--- src/rtl/stopwatch_cu.sv ---
// Stopwatch control unit: turns debounced button levels into press events and
// runs the STOP/RUN/CLEAR machine. Define STOPWATCH_LAP_EN to enable lap hold.
module stopwatch_cu (
  input  logic clk,
  input  logic rst,
  input  logic i_btn_run,
  input  logic i_btn_clear,
  input  logic i_btn_mode,
  output logic o_run,
  output logic o_clear,
  output logic o_mode,
  output logic o_lap
);

  typedef enum logic [1:0] {
    STOP    = 2'b00,
    RUN     = 2'b01,
    CLEAR   = 2'b10,
    ILLEGAL = 2'b11
  } state_t;

  state_t state;
  state_t state_nxt;

  logic prev_run;
  logic prev_clear;
  logic prev_mode;
  logic run_evt;
  logic clear_evt;
  logic mode_evt;
  logic mode_q;

  // History resets to 1 so a button held through reset needs a fresh press.
  assign run_evt   = i_btn_run   & ~prev_run;
  assign clear_evt = i_btn_clear & ~prev_clear;
  assign mode_evt  = i_btn_mode  & ~prev_mode;

  always_ff @(posedge clk) begin
    if (rst) begin
      prev_run   <= 1'b1;
      prev_clear <= 1'b1;
      prev_mode  <= 1'b1;
      mode_q     <= 1'b0;
    end else begin
      prev_run   <= i_btn_run;
      prev_clear <= i_btn_clear;
      prev_mode  <= i_btn_mode;
      if (mode_evt) begin
        mode_q <= ~mode_q;
      end
    end
  end

  always_ff @(posedge clk) begin
    if (rst) begin
      state <= STOP;
    end else begin
      state <= state_nxt;
    end
  end

  // Run wins over clear in STOP; the losing clear event is simply dropped.
  always_comb begin
    state_nxt = STOP;
    case (state)
      STOP: begin
        if (run_evt) begin
          state_nxt = RUN;
        end else if (clear_evt) begin
          state_nxt = CLEAR;
        end else begin
          state_nxt = STOP;
        end
      end
      RUN: begin
        if (run_evt) begin
          state_nxt = STOP;
        end else begin
          state_nxt = RUN;
        end
      end
      CLEAR:   state_nxt = STOP;
      default: state_nxt = STOP;
    endcase
  end

`ifdef STOPWATCH_LAP_EN
  logic lap_q;

  // Lap toggles only while RUN stays RUN; a stop press leaves it untouched.
  always_ff @(posedge clk) begin
    if (rst) begin
      lap_q <= 1'b0;
    end else if (state_nxt == CLEAR) begin
      lap_q <= 1'b0;
    end else if ((state == RUN) && clear_evt && !run_evt) begin
      lap_q <= ~lap_q;
    end
  end
`endif

  always_comb begin
    o_run   = (state == RUN);
    o_clear = (state == CLEAR);
    o_mode  = mode_q;
`ifdef STOPWATCH_LAP_EN
    o_lap   = lap_q;
`else
    o_lap   = 1'b0;
`endif
  end

endmodule

--- config.mk ---
export PLATFORM = sky130hd
export DESIGN_NAME = stopwatch_cu
export DESIGN_NICKNAME = d
export VERILOG_FILES = /design/src/rtl/stopwatch_cu.sv
export SDC_FILE = /design/constraint.sdc
export NUM_CORES = 1
export LEC_CHECK = 0
export CAP_MARGIN = 20
export CORE_AREA = 2 2 39 41
export CTS_CLUSTER_SIZE = 10
export DETAILED_ROUTE_END_ITERATION = 8
export DIE_AREA = 0 0 41 43
export GPL_ROUTABILITY_DRIVEN = 0
export PLACE_DENSITY = 0.43
export SETUP_SLACK_MARGIN = 0.15
export SLEW_MARGIN = 0
export SYNTH_ARGS = -nofsm -noshare
export SYNTH_HDL_FRONTEND = slang
export SYNTH_SLANG_ARGS = --single-unit
--- constraint.sdc ---
create_clock -name clk -period 0.8 [get_ports clk]
set_input_delay 0.2 -clock clk [delete_from_list [all_inputs] [get_ports clk]]
set_output_delay 0.2 -clock clk [all_outputs]
set_load 0.005 [all_outputs]
Word-level counts from Yosys, hierarchy flattened

Index checks and enable logic that the tools add are counted.

Add/sub/neg operators: 0
$mul: 0
Divide/modulo/power cells: 0
Order comparisons: 0
Eq/ne operators: 2
Shifts and indexed selects: 0
Multiplexer cells: 4
Bitwise operators: 7
Reductions and logical operators: 1

Operators with widths:

| cell               | count |
|---|---|
| $mux 2             | 2 |
| $not 1->1          | 4 |
| $pmux 2 s2         | 1 |
| $and 1x1->1        | 3 |
| $eq 2x1->1 const B | 1 |
| $eq 2x2->1 const B | 1 |
| $logic_not 2->1    | 1 |
| $mux 1             | 1 |

Bits in registers: 6
Bits in latches: 0
Bits in writable memories: 0
ROM bits: 0
Input bits: 5
Memories: 0

Depth between registers and ports, before layout

Gate-level depths: netlist (run 1).

Depth after elaboration: 5
Gate-level depth with buffers: 3

Worst setup path after synthesis (run 1)

OpenSTA, ideal clock, no wires.

Path kind: register -> output
Start point: register state[0]
End point: output port o_run
Arrival: 0.507 ns
Required time: 0.600 ns
Slack: 0.093 ns
Stages on the path, launching flop included: 2
Path buffers: 0
Cell sequence: dfxtp_1 nor2b_1

Cells in the longest elaborated chain, start to end: 1

Ends and longest elaborated chain:

| item                   | RTL line | text |
|---|---|---|
| start, declared        | 22       | `state_t state;` |
| start signal, assigned | 58       | `state <= state_nxt;` |
| $eq 2x1->1             | 103      | `o_run = (state == RUN);` |
| end, declared          | 9        | `output logic o_run,` |

No other way between the ends.

Worst setup path in the final report (run 1)

Start point: register state[0]
End point: output port o_clear

Cells in the longest elaborated chain, start to end: 1

Ends and longest elaborated chain:

| item          | RTL line | text |
|---|---|---|
| $eq 2x2->1    | 104      | `o_clear = (state == CLEAR);` |
| end, declared | 10       | `output logic o_clear,` |

No other way between the ends.

==> impl_metrics.tcl, run 1 <==
set metrics [dict create \
    gr-total-overflow 0 \
    cts_tree "built" \
    leakage_nw 0.179 \
    violations "negative setup slack" \
    clock_sinks 6 \
    r2r_setup_slack_ps -110 \
    cts_buffer_depth 2 \
    synthXorXnorAreaFrac_pct 7.69 \
    r2r-start "state[0]" \
    status "complete, but fails checks" \
    cts_buffers 3 \
    synth.mux.area_fraction_pct 0 \
    grt-busiest-layer "met2" \
    final_nets 43 \
    cts-root-buf "clkbuf_4" \
    core_sq_um 1380 \
    avgSynthCellArea_sq_um 10.4 \
    final_cell_mix "dfxtp_2, nor2b_4" \
    initial_core_util_pct 16.5 \
    cp_max_fo 3 \
    grt_pass1_vias 199 \
    antenna_found_initial 0 \
    ant_nets 0 \
    die-height_um 43 \
    p_sw_uw 152 \
    num-fill-cells 152 \
    p_int_uw 558 \
    sequentialPowerShare_pct 46.6 \
    grt_max_degree 7 \
    postLayoutSetupSlackWorst_ps -271 \
    ir_worst_vdd_uv 928 \
    yosysUniqueCellTypes 11 \
    synthCells 22 \
    layout_commonest_cell "dfxtp_2" \
    switching_share_pct 21.4 \
    grt_util_met3_pct 6.28 \
    grt_first_pass_wirelength_um 814 \
    synth_seq_area_share_pct 52.7 \
    num_antenna_cells 0 \
    cts-htree-levels 1 \
    grt_use_met1_pct 8.50 \
    timing.final.crit_share_pct 134 \
    avgViaCountPerCell 3.67 \
    synthSimpleGateAreaFrac_pct 34.6 \
    synth_compound_area_share_pct 0 \
    setup_viol 5 \
    maxCapViolations 0 \
    start_kind "flop" \
    min_from "rst" \
    die_x_um 41 \
    critical_path_class "reg2out" \
    cp_data_required_time_ps 600 \
    postCtsHoldBufs 0 \
    layout-drive-gt1-share_pct 83.3 \
    syn_to_final_growth_pct 81.9 \
    first_iter_violations 0 \
    critPathCaptureType "output port" \
    power.total_uw 710 \
    synth_area_sq_um 228 \
    grt_use_total_pct 7.16 \
    synthAdderAreaFrac_pct 0 \
    portBuffers 7 \
    hold_path.class "in2reg" \
    grt_setup_unrepaired "yes" \
    dieArea_sq_um 1760 \
    period_needed_ps 1070 \
    hold_end "o_mode" \
    fmax_ghz 0.934 \
    clk_pin_slew_ps 40 \
    finalHoldViolations 0 \
    hpwl_um 320 \
    synth_top_family_by_area "simple AND/OR/NAND/NOR gates" \
    yosysWarningCount 0 \
    wl_per_cell_um 9.63 \
    skew_ps 2.10 \
    p_per_area_nw_per_um2 1720 \
    drt-total-wl_um 501 \
    synthesis.nets 27 \
    num_vias 191 \
    reg2reg_depth 5 \
    r2r_end "state[1]" \
    ys_seq_elements 6 \
    share_comb_of_total_power_pct 15.5 \
    drc 0 \
    min_path_cells 2 \
    met2_usage_pct 10.3 \
    power.clock.fraction_pct 37.9 \
    row_count 14 \
    firstDrtPassIters 1 \
    arrival_ps 870 \
    final-max-slew-violation-count 0 \
    pin_count 9 \
    clk_latency_ps 240 \
    fin_setup_tns_ps -726 \
]
cells in the mapped netlist:
| master | n | area [sq um] |
|---|---|---|
| nor2b_4 | 1 | 13.8 |
| nor2b_1 | 3 | 18.8 |
| nor3_2 | 1 | 10.0 |
| or2_2 | 3 | 18.8 |
| nor4_1 | 1 | 6.26 |
| buf_4 | 1 | 7.51 |
| dfxtp_1 | 6 | 120 |
| xnor2_1 | 2 | 17.5 |
| nand2_1 | 1 | 3.75 |
| nor2_1 | 2 | 7.51 |
| conb_1 | 1 | 3.75 |
critical path, stage by stage (launching register included):
cell     delay [ps]
dfxtp_2         330
buf_6           110
nor2b_4          90
buf_2           110
worst max-delay path by stage:
| stage | startpoint | endpoint | slack, ps | depth (start not counted) |
|---|---|---|---|---|
| after floorplan | prev_run | state[0] | 100 | 3 |
| after global placement | rst | prev_run | -350 | 2 |
| after detailed placement | rst | prev_run | -370 | 2 |
| after CTS | state[0] | o_clear | -280 | 3 |
| after global routing | state[0] | o_clear | -310 | 3 |
| final | state[0] | o_clear | -270 | 3 |
registers in the layout, summed over array words and instances (netlist names):
| name | cells |
|---|---|
| o_mode | 1 |
| prev_clear | 1 |
| prev_mode | 1 |
| prev_run | 1 |
| state | 2 |
timing repair:
action,in CTS,in global routing
buffers inserted,2,0
pin swaps,2,1
gates resized for setup,26,5
setup endpoints to repair,9,9
power by group through the flow:
stage | Sequential [mW] | Clock, mW | Combinational, mW
after global placement | 0.331 | 0 | 0.0911
after CTS | 0.329 | 0.286 | 0.105
after floorplan | 0.333 | 0 | 0.0399
after detailed placement | 0.331 | 0 | 0.0924
final | 0.331 | 0.269 | 0.110
after global routing | 0.332 | 0.305 | 0.120
stage by stage:
stage / hold slack [ps] / std cells / utilization [%] / cell area [sq um] / worst slack (ps)
after floorplan: 263 / 22 / - / 244 / 101
after global placement: 457 / 47 / 25.2 / 349 / -346
after detailed placement: 473 / 47 / 25.2 / 349 / -366
after CTS: 291 / 52 / 29.1 / 403 / -277
after global routing: 217 / 52 / 29.9 / 414 / -307
final: 209 / 52 / 29.9 / 414 / -271
logic make-up (layout without fill, tap and decap cells):
group	after synthesis	count (layout)
XOR/XNOR	2	2
other	1	1
AND/OR/NAND/NOR	12	12
flip-flops	6	6
buffers and inverters	1	15
per-layer routing:
metal | wire [um] | share of wire [%]
met4 | 0 | 0
met2 | 279 | 56
met3 | 42 | 8.4
met1 | 179 | 36
met5 | 0 | 0
area by class of cell:
class                           instances  area [sq um]  share of cell area [%]
Multi-Input combinational cell         15           154                    37.2
Sequential cell                         6           126                    30.5
Clock buffer                            3          22.5                    5.44
Timing Repair Buffer                   12          91.3                    22.1
Tap cell                               16          20.0                    4.83
No activity file was read; power rests on OpenSTA's default activity.
==> inputs of run 2 (changes only) <==
ABC_AREA = 1   (was unset)
CAP_MARGIN = unset   (was 20)
PLACE_DENSITY = 0.44   (was 0.43)
==> impl_metrics.tcl, run 2 <==
set metrics [dict create \
    hpwl_um 301 \
    postLayoutSetupSlackWorst_ps -191 \
    cts-root-buf "clkbuf_4" \
    drt-total-wl_um 392 \
    cts_buffer_depth 2 \
    cts-htree-levels 1 \
    synthSimpleGateAreaFrac_pct 33.0 \
    ir_worst_vdd_uv 600 \
    min_from "i_btn_clear" \
    r2r-start "state[1]" \
    grt_first_pass_wirelength_um 710 \
    gr-total-overflow 0 \
    fmax_ghz 1.01 \
    ys_seq_elements 6 \
    final_util_pct 27.4 \
    p_per_area_nw_per_um2 1830 \
    async_reset_ff_share_pct 0 \
    power.total_uw 692 \
    cts_buffers 3 \
    min_path_cells 2 \
    r2r_end "state[0]" \
    hold_end "prev_clear" \
    critPathCaptureType "output port" \
    synth_top_area_share_pct 51.9 \
    hold_path.class "in2reg" \
    final_cell_mix "nor2_1, dlygate4sd2_1" \
    portBuffers 7 \
    wl_per_cell_um 6.64 \
    synthXorXnorAreaFrac_pct 0 \
    grt_setup_unrepaired "yes" \
    clock_sinks 6 \
    synth_compound_area_share_pct 2.16 \
    postCtsHoldBufs 0 \
    syn_to_final_growth_pct 63.8 \
    largest_reg_flops 2 \
    synth_area_leaders "dfxtp_1, nand2_1, nor2_1, inv_1, or2_2" \
    violations "negative setup slack" \
    setup_viol 4 \
    start_kind "flop" \
    synth_top_family_by_area "simple AND/OR/NAND/NOR gates" \
    core_sq_um 1380 \
    row_count 14 \
    dp.cells 55 \
    cts_tree "built" \
    cp_slowest_stage_delay_ps 320 \
    dieArea_sq_um 1760 \
    antenna_found_initial 0 \
    cp_cell_sequence "inv_2, nand2_2, inv_2, buf_6" \
    largest-register "state" \
    synth_area_sq_um 231 \
    initial_core_util_pct 16.7 \
    grt_max_degree 5 \
    clk_pin_slew_ps 50 \
    num-fill-cells 158 \
    critical_path_class "reg2out" \
    cp_data_required_time_ps 600 \
    die_x_um 41 \
    num_antenna_cells 0 \
    leakage_nw 0.195 \
    layout.cells.non_filler 59 \
    crit_path_frequent_cell "inv_2" \
    clk_latency_ps 240 \
    yosysUniqueCellTypes 10 \
    synth_edf_count 0 \
    synthAdderAreaFrac_pct 0 \
    num_vias 212 \
    synth_seq_area_share_pct 51.9 \
    first_iter_violations 2 \
    cp_max_fo 2 \
    grt_use_total_pct 6.65 \
    placed_area_sq_um 330 \
    status "complete, but fails checks" \
    synthesis.nets 36 \
    timing.final.crit_share_pct 124 \
    ant_nets 0 \
    firstDrtPassIters 2 \
    synth.mux.area_fraction_pct 0 \
    drc 0 \
    skew_ps 3.48 \
    period_needed_ps 991 \
    reg2reg_depth 7 \
    cpMaxStageDelayCell "dfxtp_2" \
    die-height_um 43 \
    avgSynthCellArea_sq_um 7.47 \
    maxCapViolations 0 \
    synth_common_cells "dfxtp_1, nand2_1, nor2_1" \
    synthCells 31 \
    yosysWarningCount 0 \
    final-max-slew-violation-count 0 \
    layout_commonest_cell "nor2_1" \
    r2r_setup_slack_ps -70 \
    layout-drive-gt1-share_pct 53.5 \
    finalHoldViolations 0 \
    pin_count 9 \
    avgViaCountPerCell 3.59 \
    yosysTopAreaCell "dfxtp_1" \
    ys.flop_type "dfxtp_1" \
    grt_pass1_vias 181 \
    arrival_ps 790 \
    final_nets 50 \
    design_area_sq_um 379 \
]
## run 2: report_power, final
part           switching (mW)  total, mW  internal [mW]
Clock                   0.113      0.282          0.170
Sequential            0.00634      0.322          0.316
Combinational          0.0385     0.0874         0.0489
Total                   0.157      0.692          0.535
## run 2: critical path, delay by kind of cell (launching register included)
kind / cells / cell delay (ps)
AND/OR/NAND/NOR: 1 / 60
buffers and inverters: 3 / 170
flip-flops: 1 / 320
## run 2: area by class of cell
class / count / area, sq um / area share (%)
multi-input combinational: 19 / 111 / 29.4
clock buffer: 3 / 22.5 / 5.94
tap: 16 / 20.0 / 5.28
inverter: 5 / 18.8 / 4.95
timing repair buffer: 10 / 82.6 / 21.8
sequential: 6 / 124 / 32.7
## run 2: cells by family (layout without fill, tap and decap cells)
family                 count (synthesis)  in the layout
AO/OA/AOI/OAI                          1              1
AND/OR/NAND/NOR                       17             17
flip-flops                             6              6
buffers and inverters                  6             18
other                                  1              1
## run 2: metal layers
layer,track usage [%],vias to the layer above,wire [um]
met1,7.47,89,189
met5,0,-,0
li1,-,113,-
met3,3.14,2,29
met4,8.00,0,16
met2,7.81,8,156
## run 2: metrics by stage
stage | setup WS, ps | hold slack [ps] | setup TNS [ps]
2_1_floorplan | 153 | 304 | 0
3_3_place_gp | -326 | 462 | -2370
3_5_place_dp | -339 | 464 | -2380
4_1_cts | -204 | 290 | -559
5_1_grt | -240 | 308 | -725
6_report | -191 | 288 | -519
## run 2: worst max-delay path by stage
stage	end	from	cells after the start	slack, ps
2_1_floorplan	o_run	state[1]	3	150
3_3_place_gp	o_run	state[1]	4	-330
3_5_place_dp	o_run	state[0]	3	-340
4_1_cts	o_run	state[1]	4	-200
5_1_grt	o_run	state[1]	4	-240
6_report	o_run	state[1]	4	-190
## run 2: repair_timing
action / 4_1_cts / 5_1_grt
pin swaps: 1 / 1
setup endpoints to repair: 9 / 6
gates resized for setup: 22 / 6
buffers inserted: 1 / 0
==> inputs of run 3 (changes only) <==
SETUP_SLACK_MARGIN = unset   (was 0.15)
==> impl_metrics.tcl, run 3 (synthesis gave the netlist of run 2 again) <==
set metrics [dict create \
    status "complete, but fails checks" \
    violations "negative setup slack" \
    grt_first_pass_wirelength_um 779 \
    sequentialPowerShare_pct 47.3 \
    cp_top_family "flip-flops" \
    fmax_ghz 0.989 \
    die-height_um 43 \
    timing.final.crit_share_pct 126 \
    start_kind "flop" \
    p_int_uw 541 \
    leakage_nw 0.213 \
    cts-htree-levels 1 \
    dp.cells 56 \
    p_per_area_nw_per_um2 1780 \
    arrival_ps 810 \
    finalHoldViolations 0 \
    grt_setup_unrepaired "yes" \
    die_x_um 41 \
    syn_to_final_growth_pct 65.4 \
    critical_path_class "reg2out" \
    firstDrtPassIters 2 \
    first_iter_violations 2 \
    switching_share_pct 20.7 \
    skew_ps 4.94 \
    grt_pass1_vias 197 \
    num_antenna_cells 0 \
    num-fill-cells 165 \
    min_from "i_btn_mode" \
    final_cell_mix "nor2_1, inv_1" \
    critPathBufInv 3 \
    grt_max_degree 5 \
    row_count 14 \
    antenna_found_initial 0 \
    ir_worst_vdd_uv 1060 \
    hold_path.class "in2reg" \
    cpMaxStageDelayCell "dfxtp_2" \
    r2r-start "state[1]" \
    share_comb_of_total_power_pct 13.2 \
    postLayoutSetupSlackWorst_ps -211 \
    wl_per_cell_um 6.84 \
    avgViaCountPerCell 3.44 \
    dp_worst_setup_slack_ps -349 \
    ant_nets 0 \
    cts_tree "built" \
    clk_pin_slew_ps 50 \
    maxCapViolations 0 \
    drc 0 \
    cts_buffer_depth 2 \
    cts_buffers 3 \
    num_vias 210 \
    design_area_sq_um 383 \
    final_nets 52 \
    postCtsHoldBufs 0 \
    layout_commonest_cell "nor2_1" \
    multiInputGateArea_sq_um 92.6 \
    gr-total-overflow 0 \
    core_sq_um 1380 \
    hpwl_um 301 \
    cp_slowest_stage_delay_ps 320 \
    drt-total-wl_um 417 \
    dieArea_sq_um 1760 \
    cp_data_required_time_ps 600 \
    cp-startpoint "state[1]" \
    p_sw_uw 141 \
    setup_viol 4 \
    initial_core_util_pct 16.7 \
    cp_cell_sequence "inv_2, nand2_2, inv_1, buf_2" \
    final-max-slew-violation-count 0 \
    seq_area_sq_um 124 \
    period_needed_ps 1010 \
    largest-register "state" \
    largest_reg_flops 2 \
    cp_max_fo 2 \
    pin_count 9 \
    placed_area_sq_um 337 \
    layout-drive-gt1-share_pct 46.7 \
    critPathCaptureType "output port" \
    fin_setup_tns_ps -603 \
    clk_latency_ps 240 \
    grt_use_total_pct 7.24 \
    clock_sinks 6 \
    portBuffers 7 \
    cts-root-buf "clkbuf_4" \
    power.clock.fraction_pct 39.5 \
    layout.cells.non_filler 61 \
]
run 3: final timing paths:
check / end / slack, ps / cells after the start
hold reg to reg: state[1] / 460 / 2
setup / recovery: o_run / -210 / 4
setup reg to reg: state[0] / -150 / 8
hold / removal: prev_mode / 220 / 2
run 3: power groups by stage:
stage	Combinational (mW)	Sequential [mW]	Clock (mW)
2_1_floorplan	0.0343	0.326	0
3_3_place_gp	0.0818	0.325	0
3_5_place_dp	0.0821	0.326	0
4_1_cts	0.0907	0.322	0.287
5_1_grt	0.104	0.324	0.309
6_report	0.0901	0.322	0.270
run 3: layout make-up:
cell class | instances | area share, %
clock buffer | 3 | 5.88
inverter | 5 | 4.90
multi-input combinational | 19 | 24.2
sequential | 6 | 32.4
tap | 16 | 5.23
timing repair buffer | 12 | 27.5
run 3: per-stage QoR:
| stage | total power, mW | hold WS, ps | util (%) |
|---|---|---|---|
| CTS | 0.700 | 364 | 27.3 |
| global placement | 0.407 | 470 | 24.3 |
| detailed placement | 0.408 | 475 | 24.3 |
| floorplan | 0.360 | 304 | - |
| global route | 0.737 | 248 | 27.7 |
| finish | 0.682 | 215 | 27.7 |
run 3: worst register-to-register path, stage by stage, from the launching register on:
cell	delay (ps)
dfxtp_2	310
inv_2	50
nand2_2	50
buf_6	110
buf_6	100
buf_6	100
nand2_2	40
nand2_1	40
nor2_1	70
run 3: per-layer routing:
metal	track usage, %	vias up	wire (um)
li1	-	117	-
met3	7.85	0	42
met5	0	-	0
met4	4.00	0	0
met1	8.09	85	174
met2	8.13	8	200
run 3: timing repair:
item,CTS,global route
endpoints found under the setup margin,7,6
hold endpoints to repair,0,0
gates resized for setup,22,2
pin swaps,1,1
setup buffers,3,0
